[config.mk]
export PLATFORM = sky130hd
export DESIGN_NAME = demo
export DESIGN_NICKNAME = d
export VERILOG_FILES = /design/src/rtl/demo_pkg.sv /design/src/rtl/demo_pulse_stretch.sv /design/src/rtl/demo.sv
export SDC_FILE = /design/constraint.sdc
export NUM_CORES = 1
export LEC_CHECK = 0
export ABC_AREA = 1
export CELL_PAD_IN_SITES_DETAIL_PLACEMENT = 1
export CELL_PAD_IN_SITES_GLOBAL_PLACEMENT = 2
export CORE_AREA = 5 5 42 44
export CTS_BUF_LIST = sky130_fd_sc_hd__clkbuf_8
export DETAILED_ROUTE_END_ITERATION = 10
export DIE_AREA = 0 0 47 49
export PLACE_DENSITY = 0.65
export RECOVER_POWER = 100
export SLEW_MARGIN = 25
export SYNTH_ARGS = -nofsm -noshare
export SYNTH_HDL_FRONTEND = slang
export SYNTH_HIERARCHICAL = 1
export SYNTH_SLANG_ARGS = --single-unit
[constraint.sdc]
create_clock -name clk -period 2 [get_ports clk]
set_clock_uncertainty 0.2 [all_clocks]
set_input_delay 0.6 -clock clk [delete_from_list [all_inputs] [get_ports clk]]
set_output_delay 0.6 -clock clk [all_outputs]
set_load 0.1 [all_outputs]
[src/rtl/demo_pkg.sv]
// Shared constants and helpers for the serial pattern detector.
// Provides default pattern geometry and a constant-time clog2.
package demo_pkg;

    localparam int              DEMO_LEN     = 4;
    localparam logic [DEMO_LEN-1:0] DEMO_PATTERN = 4'b1011;

    // Smallest r with 2**r >= v; used only on elaboration constants.
    function automatic int clog2(input int v);
        int r;
        r = 0;
        for (int i = 0; i < 32; i++) begin
            if ((64'd1 << i) < 64'(v)) begin
                r = i + 1;
            end
        end
        return r;
    endfunction

endpackage

[src/rtl/demo_pulse_stretch.sv]
// Holds the match indication high for STRETCH cycles per trigger.
// Ports: clk, rst (sync, active-high), trig (1-cycle match), out (registered).
module demo_pulse_stretch
    import demo_pkg::*;
#(
    parameter int STRETCH = 1
) (
    input  logic clk,
    input  logic rst,
    input  logic trig,
    output logic out
);

    // At least one bit so STRETCH=1 still yields a legal vector.
    localparam int SW = (clog2(STRETCH) < 1) ? 1 : clog2(STRETCH);
    localparam logic [SW-1:0] RELOAD = SW'(STRETCH - 1);

    logic [SW-1:0] r_scnt;
    logic          r_out;

    // A trigger always reloads, so overlapping pulses merge.
    always_ff @(posedge clk) begin
        if (rst) begin
            r_scnt <= '0;
            r_out  <= 1'b0;
        end else if (trig) begin
            r_scnt <= RELOAD;
            r_out  <= 1'b1;
        end else if (r_scnt != '0) begin
            r_scnt <= r_scnt - 1'b1;
            r_out  <= 1'b1;
        end else begin
            r_out  <= 1'b0;
        end
    end

    assign out = r_out;

endmodule

[src/rtl/demo.sv]
// Serial bit-stream pattern detector: flags when the last LEN bits equal PATTERN.
// Ports: clk, rst (sync, active-high), a (serial in), w (registered match pulse).
module demo
    import demo_pkg::*;
#(
    parameter int              LEN     = DEMO_LEN,
    parameter logic [LEN-1:0]  PATTERN = DEMO_PATTERN,
    parameter bit              OVERLAP = 1'b1,
    parameter int              STRETCH = 1
) (
    input  logic clk,
    input  logic rst,
    input  logic a,
    output logic w
);

    localparam int CW = clog2(LEN + 1);
    localparam logic [CW-1:0] CNT_MAX  = CW'(LEN);
    localparam logic [CW-1:0] CNT_LAST = CW'(LEN - 1);

    logic [LEN-1:0] r_hist;
    logic [CW-1:0]  r_cnt;
    logic [LEN-1:0] w_nxt;
    logic           w_full;
    logic           w_match;

    assign w_nxt   = {r_hist[LEN-2:0], a};
    // cnt+1 >= LEN: this bit completes a full window since reset.
    assign w_full  = (r_cnt >= CNT_LAST);
    assign w_match = w_full && (w_nxt == PATTERN);

    always_ff @(posedge clk) begin
        if (rst) begin
            r_hist <= '0;
            r_cnt  <= '0;
        end else begin
            r_hist <= w_nxt;
            if (w_match && !OVERLAP) begin
                r_cnt <= '0;
            end else if (r_cnt != CNT_MAX) begin
                r_cnt <= r_cnt + 1'b1;
            end
        end
    end

    demo_pulse_stretch #(
        .STRETCH (STRETCH)
    ) u_stretch (
        .clk  (clk),
        .rst  (rst),
        .trig (w_match),
        .out  (w)
    );

endmodule

==> qor.yml <==
status:
  outcome: "finished, final reports clean"
logic_synthesis:
  yosysSeqAreaShare_pct: 48.7
  synthCells: 44
  ys_ff_latch: 8
  synth_warnings: 6
  synth-adder-area-share_pct: 11.4
  synth_top_family_by_area: "simple AND/OR/NAND/NOR gates"
  synth_cell_types: 10
  synthMuxAreaShare_pct: 0
  synth.avg_cell_area_sq_um: 7.48
  syn_area_sq_um: 329
  synth_compound_area_share_pct: 1.52
  syn_nets: 50
  synth-simple-area-share_pct: 25.9
  synth-xor-area-share_pct: 0
pwr:
  power_density_nw_per_um2: 1290
  p_leak_nw: 0.214
  total_power_mw: 0.536
  ir_worst_vdd_mv: 0.369
die:
  start_util_pct: 23.5
  die_w_um: 47
  pin_count: 4
  die_area_sq_um: 2300
  die_y_um: 49
  core_sq_um: 1400
  fp-row-count: 14
clock_tree:
  clock_latency_ps: 220
  clockBufferDepth: 2
  cts.sinks: 8
  htreeDepth: 1
  cts_hold_buf: 0
  cts_buffers: 3
  ctsResizeCount: 0
  clkSlewWorstSetupHoldPaths_ps: 40
  cts_setup_buffers: 0
  cts_tree: "built"
  cts_root_buf: "clkbuf_8"
setup_path:
  crit_type: "reg2out"
  worstSetupEndpointType: "output pin"
  crit_family: "buffers and inverters"
  cp_max_fo: 1
  startpoint_type: "flip-flop"
  cp.required_ps: 1200
  slowest_stage: "clkbuf_2"
  cp_data_arrival_time_ps: 960
  worst-path-buf-inv: 1
  critPathMaxStageDelay_ps: 440
  worstPathCellList: "clkbuf_2"
final_layout:
  fin_util_pct: 29.6
  fin_nets: 58
  num_antenna_cells: 0
  layout.cells.non_filler: 66
  layout-drive-gt1-share_pct: 12.0
  area_delta_synth_final_pct: 26.2
  final_cell_mix: "inv_1 (10), nor2_1 (10), nand2_1 (8), dfxtp_1 (8)"
grt:
  grt_pass1_vias: 227
  grt_usage_pct: 5.79
  grt_max_degree: 8
  antenna_found_initial: 0
  grt_pass1_wl_um: 924
  grt-ovfl-total: 0
detailed_routing:
  drc: 0
  ant_nets: 0
  finalWirelength_um: 525
  vias: 257
  routedWlPerCell_um: 7.95
  first_pass_iters: 2
  viasPerCell: 3.89
  drt-initial-drc-count: 1
placement:
  dp_hpwl_um: 402
  io_buffers: 3
  gp_congestion: 0.582
  placedCellCount: 63
sta:
  finalCriticalPeriod_ps: 1760
  finalMaxSlewViolations: 0
  timing.setup.tns_ps: 0
  rsz0062_at_grt: "no"
  clock.fmax_mhz: 568
  slew_headroom_pct: 64.2
  hold_viol_final: 0
  final-setup-viol-count: 0
  fin_crit_sh_pct: 88.1
  tightest_slew_ps: 540
min_path:
  hold_path_class: "reg2reg"
flow_run:
  cap_violations: 0
[layout make-up]
class	instances	area [sq um]
multi-input cells	26	131
well taps	16	20.0
inverters	10	37.5
fillers	181	986
flip-flops and latches	8	160
repair buffers	3	25.0
clock buffers	3	41.3
[metal layers]
metal / GRT usage [%] / routed length, um / vias to the layer above
li1: - / - / 138
met1: 6.19 / 250 / 114
met2: 8.14 / 238 / 3
met3: 2.21 / 25 / 2
met4: 5.53 / 10 / 0
met5: 0 / 0 / -
[final timing paths]
path	start	slack, ps	endpoint	cells after the start
setup / recovery	u_stretch/out	240	w	1
hold / removal	r_hist[1]	220	r_hist[2]	2
setup reg to reg	r_cnt[0]	640	u_stretch/out	8
hold reg to reg	r_hist[1]	220	r_hist[2]	2
[logic make-up after synthesis]
| group | after synthesis |
|---|---|
| other | 1 |
| adder cells (fa/ha/maj) | 3 |
| AO/OA/AOI/OAI | 1 |
| buffers and inverters | 10 |
| flip-flops | 8 |
| AND/OR/NAND/NOR | 21 |
[sequential cells by signal (all words and copies together) (netlist names)]
register / flops
r_cnt: 3
r_hist: 3
u_stretch/out: 1
u_stretch/r_scnt: 1
[stage by stage]
step                      cell area [sq um]  hold slack [ps]  setup WS [ps]
after floorplan                         329              203            291
after global placement                  389              214            272
after detailed placement                389              216            262
after CTS                               430              223            444
after global routing                    415              247            216
final                                   415              222            239
[where the power goes]
group | internal (mW) | total, mW | switching [mW] | leakage, nW
clock network | 0.130 | 0.190 | 0.0598 | 0.0216
registers | 0.190 | 0.219 | 0.0285 | 0.0663
logic | 0.0528 | 0.128 | 0.0747 | 0.126
[synthesized netlist by cell type (all sizes together)]
cell type	number	area [sq um]
nor2	11	43.8
inv	10	37.5
nand2	9	36.3
dfxtp	8	160
ha	3	37.5
a21oi	1	5.00
conb	1	3.75
nand3	1	5.00
(Power assumes the default switching activity.)
